--- src/rtl/mlp_result_streamer.sv ---
// Return-path framer: snapshots MLP status on a host request or on inference completion
// and streams it as a 7-byte checksummed frame over a valid/ready byte interface.
module mlp_result_streamer #(
    parameter logic [7:0] HEADER_BYTE  = 8'hA5,
    parameter logic [2:0] DONE_STATE   = 3'd6,
    parameter bit         AUTO_ON_DONE = 1'b1
) (
    input  logic        clk,
    input  logic        rst_n,
    input  logic        rd_req,
    input  logic [2:0]  mlp_state,
    input  logic [4:0]  mlp_cycle_cnt,
    input  logic [31:0] mlp_acc0,
    output logic [7:0]  tx_data,
    output logic        tx_valid,
    input  logic        tx_ready,
    output logic        busy,
    output logic        frame_done,
    output logic        overrun
);

    typedef enum logic {StIdle, StSend} state_e;

    state_e      state_q, state_d;
    logic [2:0]  byte_idx_q, byte_idx_d;
    logic [2:0]  shadow_state_q;
    logic [4:0]  shadow_cnt_q;
    logic [31:0] shadow_acc_q;
    logic [2:0]  prev_state_q;
    logic        frame_done_q, frame_done_d;
    logic        overrun_q, overrun_d;
    logic        capture;
    logic        auto_trig, trig;
    logic [7:0]  status_byte, checksum;

    // Auto trigger fires only on the edge into the done state, not while it is held.
    assign auto_trig = AUTO_ON_DONE && (mlp_state == DONE_STATE)
                       && (prev_state_q != DONE_STATE);
    assign trig      = rd_req | auto_trig;

    assign status_byte = {shadow_state_q, shadow_cnt_q};
    assign checksum    = status_byte ^ shadow_acc_q[7:0] ^ shadow_acc_q[15:8]
                         ^ shadow_acc_q[23:16] ^ shadow_acc_q[31:24];

    always_comb begin
        state_d      = state_q;
        byte_idx_d   = byte_idx_q;
        frame_done_d = 1'b0;
        overrun_d    = overrun_q;
        capture      = 1'b0;
        unique case (state_q)
            StIdle: begin
                if (trig) begin
                    capture    = 1'b1;
                    byte_idx_d = 3'd0;
                    state_d    = StSend;
                end
            end
            StSend: begin
                if (trig) begin
                    overrun_d = 1'b1;
                end
                if (tx_ready) begin
                    if (byte_idx_q == 3'd6) begin
                        byte_idx_d   = 3'd0;
                        frame_done_d = 1'b1;
                        state_d      = StIdle;
                    end else begin
                        byte_idx_d = byte_idx_q + 3'd1;
                    end
                end
            end
            default: state_d = StIdle;
        endcase
    end

    always_comb begin
        tx_data = 8'h00;
        if (state_q == StSend) begin
            unique case (byte_idx_q)
                3'd0:    tx_data = HEADER_BYTE;
                3'd1:    tx_data = status_byte;
                3'd2:    tx_data = shadow_acc_q[7:0];
                3'd3:    tx_data = shadow_acc_q[15:8];
                3'd4:    tx_data = shadow_acc_q[23:16];
                3'd5:    tx_data = shadow_acc_q[31:24];
                3'd6:    tx_data = checksum;
                default: tx_data = 8'h00;
            endcase
        end
    end

    always_ff @(posedge clk or negedge rst_n) begin
        if (!rst_n) begin
            state_q        <= StIdle;
            byte_idx_q     <= 3'd0;
            shadow_state_q <= 3'd0;
            shadow_cnt_q   <= 5'd0;
            shadow_acc_q   <= 32'd0;
            prev_state_q   <= 3'd0;
            frame_done_q   <= 1'b0;
            overrun_q      <= 1'b0;
        end else begin
            state_q      <= state_d;
            byte_idx_q   <= byte_idx_d;
            prev_state_q <= mlp_state;
            frame_done_q <= frame_done_d;
            overrun_q    <= overrun_d;
            if (capture) begin
                shadow_state_q <= mlp_state;
                shadow_cnt_q   <= mlp_cycle_cnt;
                shadow_acc_q   <= mlp_acc0;
            end
        end
    end

    assign tx_valid   = (state_q == StSend);
    assign busy       = (state_q == StSend);
    assign frame_done = frame_done_q;
    assign overrun    = overrun_q;

endmodule

--- config.mk ---
export PLATFORM = sky130hd
export DESIGN_NAME = mlp_result_streamer
export DESIGN_NICKNAME = d
export VERILOG_FILES = /design/src/rtl/mlp_result_streamer.sv
export SDC_FILE = /design/constraint.sdc
export NUM_CORES = 1
export LEC_CHECK = 0
export CORE_UTILIZATION = 45
export DETAILED_ROUTE_END_ITERATION = 16
export GPL_TIMING_DRIVEN = 0
export PLACE_DENSITY_LB_ADDON = 0.05
export SYNTH_ARGS = -nofsm -noshare
export SYNTH_HDL_FRONTEND = slang
export SYNTH_SLANG_ARGS = --single-unit
export TNS_END_PERCENT = 30
--- constraint.sdc ---
create_clock -name clk -period 2.15 [get_ports clk]
set_input_delay 0.215 -clock clk [delete_from_list [all_inputs] [get_ports clk]]
set_output_delay 0.215 -clock clk [all_outputs]
set_load 0.005 [all_outputs]
==> out/results.tsv <==
stage	metric	value	unit
route	vias per cell	5.353	
route	DRT Pass-1 Iters	4	
timing	worst setup margin	-0.07972	ns
timing	Slew headroom	64.50	%
cts	CTS Buffer Depth	2	
floorplanning	Die Width	78.09	um
cells_and_area	nets	335	
grt	vias in the first global route	2008	
synthesis	mux contribution to synthesized area	19.21	%
cts	CTS root buf	clkbuf_8	
synthesis	adder-cell share of the synthesized area	0.4803	%
placed_design	Post-DP HPWL	4076	um
placed_design	port bufs	55	
floorplanning	die height	78.09	um
grt	initial antenna violation count	0	
grt	grt total ovfl	0	
flow_run	Max Cap Viol	0	
worst_setup_path	Req. time, crit path	1.93	ns
grt	met3 Resource Use GR	4.535	%
synthesis	register area share after synthesis	47.07	%
synthesis	largest family of logic cells by synthesized area	multiplexers	
cts	Clock Latency Late Sink	0.31	ns
timing	Final Skew	0.01133	ns
synthesis	number of synthesized flops with an enable pin	0	
grt	largest net degree at the start of global routing	28	
floorplanning	Initial Util	47.02	%
placed_design	GPL Wtd Cong	0.8059	
run_status	status	complete, but fails checks	
pwr	VDD IR max	0.7386	mV
pwr	P_leak	1.545	nW
cells_and_area	Antenna Cells	0	
synthesis	post-synth cell types	36	
synthesis	Syn Nets	256	
grt	M1 GR Usage	29.31	%
route	drt drc	0	
placed_design	# placed instances	339	
worst_setup_path	Arr. time, crit path	2.01	ns
route	final WL	6114	um
timing	endpoints failing hold	0	
grt	met2 Use GR	32.89	%
floorplanning	I/O pin count	56	
synthesis	xor and xnor area share after synthesis	10.76	%
timing	Final setup viols	2	
route	First DRT Iteration DRCs	118	
timing	fmax	448.5	MHz
grt	first-pass GRT wire length	9880	um
worst_setup_path	kind of end point of the critical path	primary output	
cells_and_area	most frequent cells in the layout	dfrtp_1, clkdlybuf4s50_1, mux2_1	
pwr	final total power	5.205	mW
route	antenna viol nets, final	0	
synthesis	synthesized flop and latch total	49	
synthesis	Top FF cell, synth	dfrtp_1	
cells_and_area	Finished Layout Cells	363	
synthesis	Async SR Flop Fraction	100.0	%
timing	Final Critical Period	2.230	ns
worst_setup_path	Setup CP Type	reg -> out	
timing	Slew Limit Fails	0	
cells_and_area	# fillers	432	
synthesis	post-synthesis compound-gate area fraction	11.29	%
grt	GR peak layer	met2	
cts	CTS Buf Count	5	
cts	CTS H-tree depth	2	
synthesis	Synth Area per Inst	12.35	um^2
floorplanning	Cell Rows	27	
min_path	worst min path class	in -> async	
cells_and_area	Area Overhead vs Synth	39.05	%
route	via count	1943	
cts	Reg clk slew, reported paths	0.09	ns
route	WL per Instance	16.84	um
run_status	failing checks	setup timing	
grt	Global Route Usage Sum	21.58	%
cells_and_area	share of layout cells above drive strength 1	23.71	%
timing	unrepaired setup endpoints after global routing	yes	
synthesis	Post-Synth Simple-Gate Area	6.916	%
worst_setup_path	crit path max fanout	5	
synthesis	yosys warns	0	
worst_setup_path	crit start category	register	
timing	Slew @ Worst Pin	0.5325	ns
synthesis	cell area after synthesis	2605	um^2
pwr	P per Cell Area	1437	nW/um^2
cts	clock net sink count	49	
floorplanning	die area	6097	um^2
floorplanning	core area	5540	um^2
synthesis	post-synthesis instance total	211	
cells_and_area	most common cell after layout, fill and taps aside	dfrtp_1	
timing	Tcrit/Tclk final	103.7	%
cts	CTS tree	yes	
-- cell type report --
cell class,instances,area [um^2],area share (%)
multi-input cells,145,1376,38.00
flip-flops and latches,49,1229,33.92
repair buffers,75,696.9,19.24
plain buffers,9,95.09,2.625
well taps,72,90.09,2.487
clock buffers,7,86.33,2.383
clock inverters,1,30.03,0.8290
inverters,5,18.77,0.5181
-- registers in the layout (all words and copies together) (netlist names) --
name and count:
shadow_acc_q 32, overrun 1, prev_state_q 3, frame_done 1
byte_idx_q 3, busy 1, shadow_state_q 3, shadow_cnt_q 5
-- per-layer routing --
layer,up-vias,routed length (um)
met5,-,0
met4,0,201
met3,20,305
met2,58,2755
met1,945,2852
li1,920,-
-- cell families after synthesis --
logic type               after synthesis
AO/OA/AOI/OAI                         38
XOR/XNOR                              32
adder cells (fa/ha/maj)                1
buffers and inverters                 17
flip-flops                            49
multiplexers                          45
AND/OR/NAND/NOR                       29
-- synth_stat cells (2+ instances only) --
| cell | instances | area share, % |
|---|---|---|
| nor2b_1 | 3 | 0.72 |
| buf_6 | 5 | 2.2 |
| xor2_1 | 8 | 2.7 |
| o22ai_1 | 9 | 2.2 |
| buf_2 | 5 | 0.96 |
| mux2i_1 | 5 | 1.9 |
| nand2_1 | 3 | 0.43 |
| a221oi_1 | 5 | 1.7 |
| inv_2 | 2 | 0.29 |
| nand3_1 | 4 | 0.77 |
| a311oi_1 | 3 | 1.0 |
| a22o_1 | 8 | 2.7 |
| nor2_1 | 7 | 1.0 |
| nand3b_1 | 2 | 0.58 |
| o21ai_0 | 2 | 0.38 |
| a21oi_1 | 4 | 0.77 |
| dfrtp_1 | 49 | 47 |
| a211oi_1 | 2 | 0.58 |
| inv_1 | 3 | 0.43 |
| xnor2_1 | 24 | 8.1 |
| nand2b_1 | 4 | 0.96 |
| mux2_1 | 40 | 17 |
-- worst max-delay path, cell delays in order (launching register included) --
cell,delay (ns)
dfrtp_2,0.46
buf_8,0.14
nand2_4,0.05
inv_2,0.04
ha_4,0.16
buf_6,0.13
o21ai_4,0.27
buf_6,0.15
buf_6,0.09
o22ai_2,0.07
buf_2,0.14
-- metrics by stage --
| stage | setup WS [ns] | setup TNS, ns | utilization, % | hold WS (ns) | instance area (um^2) |
|---|---|---|---|---|---|
| 2_1_floorplan | 0.2817 | 0 | - | -0.08059 | 2605 |
| 3_3_place_gp | -0.5632 | -31.37 | 58.58 | 0.4581 | 3246 |
| 3_5_place_dp | -0.5647 | -4.349 | 58.85 | 0.2213 | 3261 |
| 4_1_cts | -0.08634 | -0.5745 | 64.68 | 0.4328 | 3583 |
| 5_1_grt | -0.1481 | -0.4160 | 65.38 | 0.4567 | 3622 |
| 6_report | -0.07972 | -0.1571 | 65.38 | 0.4165 | 3622 |
-- power breakdown --
| group | internal, mW | leakage, nW | switching (mW) | total (mW) |
|---|---|---|---|---|
| Clock | 0.379 | 0.0585 | 0.304 | 0.683 |
| Combinational | 1.57 | 0.898 | 1.23 | 2.80 |
| Sequential | 1.33 | 0.589 | 0.396 | 1.72 |
| Total | 3.28 | 1.54 | 1.93 | 5.20 |
-- timing repair --
item,in CTS,in global routing
hold buffers,1,0
pin swaps,11,2
gates resized for setup,39,24
endpoints found under the setup margin,8,8
hold endpoints to repair,22,0
gates cloned,0,0
setup buffers,15,3
-- final timing paths --
kind                               endpoint  cells after the start  slack, ns          start
max                              tx_data[5]                     10      -0.08  byte_idx_q[0]
min in group clk            prev_state_q[2]                      1       0.43   mlp_state[2]
max reg2reg                shadow_acc_q[13]                      4       0.67           busy
max in group asynchronous     byte_idx_q[1]                      3       1.18          rst_n
min reg2reg                         overrun                      1       0.48        overrun
min                        shadow_acc_q[11]                      2       0.42          rst_n
(Power assumes the default switching activity.)
